File: config.mk
export PLATFORM = sky130hd
export DESIGN_NAME = cdb_arbiter
export DESIGN_NICKNAME = d
export VERILOG_FILES = /design/src/rtl/cdb_arbiter.sv
export SDC_FILE = /design/constraint.sdc
export NUM_CORES = 1
export LEC_CHECK = 0
export ABC_AREA = 1
export ABC_CLOCK_PERIOD_IN_PS = 6660
export CAP_MARGIN = 20
export CORE_AREA = 10 10 149 151
export CTS_BUF_LIST = sky130_fd_sc_hd__clkbuf_2
export CTS_CLUSTER_DIAMETER = 50
export DETAILED_ROUTE_END_ITERATION = 7
export DIE_AREA = 0 0 159 161
export GPL_TIMING_DRIVEN = 0
export PLACE_DENSITY = 0.89
export SLEW_MARGIN = 0
export SYNTH_ARGS = -nofsm -noshare
export SYNTH_HDL_FRONTEND = slang
export SYNTH_SLANG_ARGS = --single-unit
File: constraint.sdc
create_clock -name clock -period 6.66 [get_ports clock]
set_clock_uncertainty 0.2 [all_clocks]
set_input_delay 0.666 -clock clock [delete_from_list [all_inputs] [get_ports clock]]
set_output_delay 0.666 -clock clock [all_outputs]
set_load 0.05 [all_outputs]
File: src/rtl/cdb_arbiter.sv
// Common Data Bus arbiter: one-entry holding buffer per functional unit, round-robin
// selection of at most one result per cycle, registered broadcast onto cdb_data.

package cdb_arbiter_pkg;
  parameter int unsigned XLEN        = 32;
  parameter int unsigned ROB_TAG_LEN = 6;

  typedef struct packed {
    logic                   valid;
    logic [ROB_TAG_LEN-1:0] rob_tag;
    logic [XLEN-1:0]        value;
  } CDB_DATA;
endpackage

module cdb_arbiter
  import cdb_arbiter_pkg::*;
#(
  parameter int unsigned NUM_FU = 4
) (
  input  logic                                  clock,
  input  logic                                  reset,
  input  logic [NUM_FU-1:0]                     fu_valid,
  input  logic [NUM_FU-1:0][ROB_TAG_LEN-1:0]    fu_rob_tag,
  input  logic [NUM_FU-1:0][XLEN-1:0]           fu_value,
  output logic [NUM_FU-1:0]                     fu_ready,
  output CDB_DATA                               cdb_data,
  output logic [$clog2(NUM_FU+1)-1:0]           pending_count
);

  localparam int unsigned PtrW = $clog2(NUM_FU);
  localparam int unsigned CntW = $clog2(NUM_FU+1);
  localparam logic [PtrW:0] NumFuW = (PtrW+1)'(NUM_FU);

  logic [NUM_FU-1:0]                  buf_valid_q, buf_valid_d;
  logic [NUM_FU-1:0][ROB_TAG_LEN-1:0] buf_tag_q, buf_tag_d;
  logic [NUM_FU-1:0][XLEN-1:0]        buf_value_q, buf_value_d;
  logic [PtrW-1:0]                    rr_ptr_q, rr_ptr_d;
  CDB_DATA                            cdb_d;
  logic [CntW-1:0]                    cnt_d;

  logic [NUM_FU-1:0] grant;
  logic [PtrW-1:0]   win;
  logic              found;
  logic [PtrW:0]     idx;

  // Scan from rr_ptr upward with an explicit wrap at NUM_FU, not at a power of two.
  always_comb begin
    grant = '0;
    win   = '0;
    found = 1'b0;
    idx   = '0;
    for (int k = 0; k < NUM_FU; k++) begin
      idx = {1'b0, rr_ptr_q} + (PtrW+1)'(k);
      if (idx >= NumFuW) begin
        idx = idx - NumFuW;
      end
      if (!found && buf_valid_q[idx[PtrW-1:0]]) begin
        found = 1'b1;
        win   = idx[PtrW-1:0];
      end
    end
    if (found) begin
      grant[win] = 1'b1;
    end
  end

  assign fu_ready = ~buf_valid_q | grant;

  // A granted entry drains this edge, so it may take a new result at the same time.
  always_comb begin
    buf_valid_d = buf_valid_q;
    buf_tag_d   = buf_tag_q;
    buf_value_d = buf_value_q;
    for (int i = 0; i < NUM_FU; i++) begin
      if (grant[i]) begin
        buf_valid_d[i] = 1'b0;
      end
      if (fu_valid[i] && fu_ready[i]) begin
        buf_valid_d[i] = 1'b1;
        buf_tag_d[i]   = fu_rob_tag[i];
        buf_value_d[i] = fu_value[i];
      end
    end
  end

  always_comb begin
    cdb_d       = cdb_data;
    cdb_d.valid = 1'b0;
    rr_ptr_d    = rr_ptr_q;
    if (found) begin
      cdb_d.valid   = 1'b1;
      cdb_d.rob_tag = buf_tag_q[win];
      cdb_d.value   = buf_value_q[win];
      rr_ptr_d      = (win == PtrW'(NUM_FU - 1)) ? '0 : win + 1'b1;
    end
  end

  always_comb begin
    cnt_d = '0;
    for (int i = 0; i < NUM_FU; i++) begin
      cnt_d = cnt_d + CntW'(buf_valid_d[i]);
    end
  end

  always_ff @(posedge clock) begin
    if (!reset) begin
      buf_valid_q   <= '0;
      buf_tag_q     <= '0;
      buf_value_q   <= '0;
      rr_ptr_q      <= '0;
      cdb_data      <= '0;
      pending_count <= '0;
    end else begin
      buf_valid_q   <= buf_valid_d;
      buf_tag_q     <= buf_tag_d;
      buf_value_q   <= buf_value_d;
      rr_ptr_q      <= rr_ptr_d;
      cdb_data      <= cdb_d;
      pending_count <= cnt_d;
    end
  end

endmodule

==> results of run 1 <==
sequential cells by signal, summed over array words and instances (netlist names):
register,flops
buf_valid_q,4
buf_value_q,128
buf_tag_q,24
rr_ptr_q,2
pending_count,3
cdb_data,39
kinds of logic (layout without fill, tap and decap cells):
logic type               count (synthesis)  count (layout)  share of synthesized area (%)
other                                    0               7                              0
AO/OA/AOI/OAI                          312             312                           16.5
flip-flops                             200             200                           42.2
AND/OR/NAND/NOR                        485             485                           23.6
adder cells (fa/ha/maj)                  6               6                          0.869
buffers and inverters                  400             632                           16.9
through the flow:
step / worst slack, ns / hold slack [ns] / power (mW) / area, sq um / instances
6_report: 1.73 / 0.214 / 5.95 / 12100 / 1907
5_1_grt: 1.53 / 0.217 / 6.41 / 12100 / 1907
4_1_cts: 1.79 / 0.194 / 5.88 / 12000 / 1900
3_5_place_dp: 2.73 / 0.243 / 5.35 / 11800 / 1869
3_3_place_gp: 2.78 / 0.237 / 5.25 / 11800 / 1869
2_1_floorplan: 3.48 / 0.229 / 4.23 / 9500 / 1403
report_power, final:
part	internal [mW]	switching [mW]	total (mW)
clock	0.128	0.412	0.540
sequential	1.49	0.110	1.60
combinational	1.23	2.58	3.81
total	2.85	3.10	5.95
layer usage:
metal | share of wire [%] | routed length (um) | GRT usage (%) | vias to the layer above
met5 | 0 | 0 | 0 | -
met4 | 3.7 | 1130 | 11.2 | 0
met3 | 8.9 | 2740 | 5.59 | 79
met2 | 46 | 14100 | 37.0 | 463
met1 | 42 | 12800 | 28.4 | 4468
li1 | - | - | - | 4928
cell type report:
cell class,instances,area (sq um)
Antenna cell,7,17.5
Sequential cell,200,4000
Tap cell,265,332
Clock buffer,17,85.1
Inverter,287,1080
Fill cell,1693,7150
Timing Repair Buffer,201,2010
Clock inverter,14,110
Buffer,113,524
Multi-Input combinational cell,803,3890
cell usage in the layout (no fill, tap or decap):
cell / n
fa_1: 1
clkinvlp_4: 3
clkbuf_2: 17
inv_6: 1
clkinv_1: 6
a21boi_1: 1
inv_1: 284
inv_4: 1
ha_1: 5
bufinv_16: 1
and2_1: 1
inv_2: 2
clkdlybuf4s50_1: 201
nand2_1: 198
nand3_1: 158
clkbuf_1: 54
buf_2: 32
nand4_1: 77
nor2_2: 1
diode_2: 7
nor2_1: 45
a21oi_1: 157
o21ai_0: 153
clkinv_4: 3
nand2_2: 2
nand3_2: 3
buf_6: 3
dfxtp_1: 200
buf_4: 10
o21ai_2: 1
buf_1: 14
path summary, 6_finish.rpt:
| path | slack [ns] | to | start |
|---|---|---|---|
| setup / recovery | 1.73 | fu_ready[0] | rr_ptr_q[0]$_SDFFE_PN0P_ |
| hold / removal | 0.21 | buf_valid_q[2]$_SDFF_PN0_ | fu_valid[2] |
| setup reg to reg | 2.76 | pending_count[1]$_SDFF_PN0_ | rr_ptr_q[0]$_SDFFE_PN0P_ |
| hold reg to reg | 0.27 | buf_value_q[118]$_SDFFE_PN0P_ | buf_value_q[118]$_SDFFE_PN0P_ |
worst max-delay path, cell delays in order (launching register included):
cell,delay (ns)
dfxtp_1,0.37
buf_6,0.14
inv_4,0.10
nand2_1,0.10
nand3_1,0.10
nand2_1,0.11
nor2_2,0.16
nand3_2,0.19
nand3_2,0.25
clkbuf_1,0.48
ha_1,0.24
nand2_1,0.06
nand2_1,0.09
clkdlybuf4s50_1,0.84
==> results_dict.tcl, run 1 <==
set metrics [dict create \
    status "complete, no violations" \
    syn-num-nets 1567 \
    pwr_density_cell_mw_per_mm2 494 \
    clkTransAtPathRegs_ns 0.27 \
    clock_latency_ns 0.82 \
    setup_viol 0 \
    initial_utilization_pct 49.4 \
    num_rows 51 \
    die_h_um 161 \
    worst_setup_path_end_kind "output pin" \
    period_needed_ns 4.93 \
    synth_cell_type_count 23 \
    cts_tree "built" \
    worst_ep_arrival_time_ns 4.06 \
    fmax_mhz 203 \
    synth_edf_count 0 \
    antenna_left 0 \
    p_leak_nw 5.71 \
    hold_viol_final 0 \
    grt-ovfl-total 0 \
    relSlewSlack_pct 59.9 \
    path_class "flip-flop to output pin" \
    antenna_found_initial 7 \
    drive_above_1_share_pct 4.89 \
    post_cts_buffers 0 \
    async_reset_ff_share_pct 0 \
    grt_pass1_wl_um 48100 \
    avgSynthCellArea_sq_um 6.77 \
    critPathRequiredTime_ns 5.79 \
    yosysTopAreaCell "dfxtp_1" \
    cts_root_buf "clkbuf_2" \
    dieArea_sq_mm 0.0256 \
    port_buffers 201 \
    fin_util_pct 62.8 \
    synth_area_sq_mm 0.00950 \
    wl_per_cell_um 16.1 \
    syn_inst 1403 \
    viasPerCell 5.21 \
    cp_max_fo 11 \
    htree_levels 4 \
    initialDrtViolationCount 838 \
    finalSetupTns_ns 0 \
    vias 9938 \
    period_share_pct 74.0 \
    worst_slew_pin_slew_ns 0.600 \
    gp_congestion 0.968 \
    yosysMostFrequentCell "inv_1" \
    hold_path_class "input port to flip-flop" \
    reg2reg_depth 19 \
    ctsHoldBuffers 0 \
    synth-seq-area-share_pct 42.2 \
    track_usage_pct 23.0 \
    die_x_um 159 \
    start_kind "flip-flop" \
    final_max_slew_viol_count 0 \
    hpwl_um 24400 \
    dr.pass1.iters 5 \
    synth_top_area_share_pct 42.2 \
    cts_made_buffers 17 \
    min_path_cells 3 \
    grt_pass1_vias 9403 \
    yosys_warnings 0 \
    clock_sinks 200 \
    yosys-top-cells-count "inv_1, dfxtp_1, nand2_1, nand3_1, a21oi_1" \
    yosys-top-cells-area "dfxtp_1, inv_1, nand3_1" \
    ys.flop_type "dfxtp_1" \
    cap_violations 0 \
    remaining_drc_errors 0 \
    cts_resized 0 \
    peakVddDrop_mv 0.262 \
    nNetsFinal 1787 \
    ys_ff_latch 200 \
    core_region_area_sq_mm 0.0192 \
    finalWirelength_um 30700 \
    io_pins 204 \
    cts.path.max_buffers 2 \
    area_delta_synth_final_pct 26.9 \
    grt_start_max_net_pins 17 \
    rsz0062_at_grt "false" \
]
No activity file was read; power rests on OpenSTA's default activity.
==> run 2, diff against run 1 <==
--- a/config.mk
+++ b/config.mk
@@ -6,7 +6,7 @@
 export NUM_CORES = 1
 export LEC_CHECK = 0
 export ABC_AREA = 1
-export ABC_CLOCK_PERIOD_IN_PS = 6660
+export ABC_CLOCK_PERIOD_IN_PS = 4950
 export CAP_MARGIN = 20
 export CORE_AREA = 10 10 149 151
 export CTS_BUF_LIST = sky130_fd_sc_hd__clkbuf_2
==> constraint.sdc (replaced) <==
create_clock -name clock -period 4.95 [get_ports clock]
set_clock_uncertainty 0.2 [all_clocks]
set_input_delay 0.495 -clock clock [delete_from_list [all_inputs] [get_ports clock]]
set_output_delay 0.495 -clock clock [all_outputs]
set_load 0.05 [all_outputs]
==> results_dict.tcl, run 2 (same netlist as run 1, synthesis figures left out) <==
set metrics [dict create \
    status "complete, but fails checks" \
    violations "DRC" \
    clock_sinks 200 \
    worst_slack_ns 0.236 \
    post_cts_buffers 0 \
    grt-ovfl-total 0 \
    viasPerCell 5.21 \
    postPlaceCellArea_sq_mm 0.0118 \
    fin_cells 1906 \
    setup_viol 0 \
    r2r-end "pending_count[1]$_SDFF_PN0_" \
    track_usage_pct 23.0 \
    hpwl_um 24400 \
    path_class "flip-flop to output pin" \
    nNetsFinal 1786 \
    relSlewSlack_pct 59.5 \
    wl_per_cell_um 16.1 \
    final_common_cell "inv_1" \
    ctsHoldBuffers 0 \
    fin_util_pct 62.7 \
    num_rows 51 \
    final_max_slew_viol_count 0 \
    area_delta_synth_final_pct 26.9 \
    p_leak_nw 5.71 \
    dpl_worst_slack_ns 1.19 \
    die_h_um 161 \
    worst_setup_path_end_kind "output pin" \
    initial_utilization_pct 49.4 \
    port_buffers 201 \
    period_share_pct 95.2 \
    start_kind "flip-flop" \
    rsz0062_at_grt "false" \
    dp_cells 1869 \
    clkTransAtPathRegs_ns 0.26 \
    peakVddDrop_mv 0.350 \
    htree_levels 4 \
    critPathRequiredTime_ns 4.26 \
    holdWs_ns 0.0536 \
    power_mw 7.99 \
    final_area_sq_mm 0.0121 \
    remaining_drc_errors 2 \
    rrSetupSlack_ns 1.10 \
    grt_pass1_wl_um 48100 \
    cts.path.max_buffers 2 \
    fmax_mhz 212 \
    crit_start "rr_ptr_q[0]$_SDFFE_PN0P_" \
    io_pins 204 \
    finalWirelength_um 30600 \
    grt_start_max_net_pins 17 \
    clock_latency_ns 0.81 \
    drive_above_1_share_pct 4.90 \
    hold_viol_final 0 \
    layout_common_cells "inv_1, clkdlybuf4s50_1, dfxtp_1" \
    cts_tree "built" \
    cp_max_fo 17 \
    initialDrtViolationCount 835 \
    worst_ep_arrival_time_ns 4.02 \
    reg2reg_depth 19 \
    cts_made_buffers 17 \
    cts_resized 0 \
    vias 9924 \
    gp_congestion 0.968 \
    crit_end "fu_ready[1]" \
    top_regs "buf_value_q: 128 flops, cdb_data: 39 flops, buf_tag_q: 24 flops" \
    cts_root_buf "clkbuf_2" \
    core_region_area_sq_mm 0.0192 \
    dieArea_sq_mm 0.0256 \
    top_register "buf_value_q" \
    largest_register_ff_count 128 \
    dr.pass1.iters 8 \
    r2r-start "rr_ptr_q[0]$_SDFFE_PN0P_" \
    cap_violations 0 \
    die_x_um 159 \
    hold_path_class "input port to flip-flop" \
    finalSetupTns_ns 0 \
    antenna_found_initial 7 \
    grt_pass1_vias 9403 \
    antenna_left 0 \
    worst_slew_pin_slew_ns 0.608 \
    pwr_density_cell_mw_per_mm2 663 \
    period_needed_ns 4.71 \
]
## run 2: changes by cell type in the layout (fill, tap and decap cells not counted), sizes merged
cell,delta
clkbuf,-1
## run 2: worst max-delay path, stage by stage (launching register included)
cell and delay [ns]:
dfxtp_1 0.37, buf_6 0.14, inv_4 0.10, nand2_1 0.10, nand3_1 0.10, nand2_1 0.12, inv_2 0.09, nand2_1 0.06
nand2_2 0.14, nand3_2 0.40, o21ai_2 0.44, buf_2 0.27, clkdlybuf4s50_1 0.87
## run 2: per-layer routing
metal,up-vias,GRT usage [%],wire (um)
met5,-,0,0
met1,4432,28.4,12500
met4,0,11.2,1140
li1,4930,-,-
met2,482,37.0,14100
met3,80,5.59,2920
## run 2: area by class of cell
type                    count  area, sq um
diodes                      7         17.5
plain buffers             112          520
clock buffers              17         85.1
clock inverters            14          110
fillers                  1694         7160
inverters                 287         1080
multi-input cells         803         3890
flip-flops and latches    200         4000
well taps                 265          332
repair buffers            201         2010
## run 2: worst min-delay path by stage
stage | from | to | slack [ns] | depth (start not counted)
after floorplan | buf_tag_q[18]$_SDFFE_PN0P_ | buf_tag_q[18]$_SDFFE_PN0P_ | 0.23 | 2
after global placement | buf_value_q[97]$_SDFFE_PN0P_ | buf_value_q[97]$_SDFFE_PN0P_ | 0.24 | 2
after detailed placement | buf_value_q[117]$_SDFFE_PN0P_ | buf_value_q[117]$_SDFFE_PN0P_ | 0.24 | 2
after CTS | fu_valid[2] | buf_valid_q[2]$_SDFF_PN0_ | 0.02 | 3
after global routing | fu_value[115] | buf_value_q[115]$_SDFFE_PN0P_ | 0.05 | 3
final | fu_valid[2] | buf_valid_q[2]$_SDFF_PN0_ | 0.05 | 3
## run 2: power breakdown
group	switching [mW]	total, mW	internal (mW)
combinational	3.46	5.11	1.65
clock	0.553	0.725	0.172
sequential	0.148	2.16	2.01
total	4.16	7.99	3.83
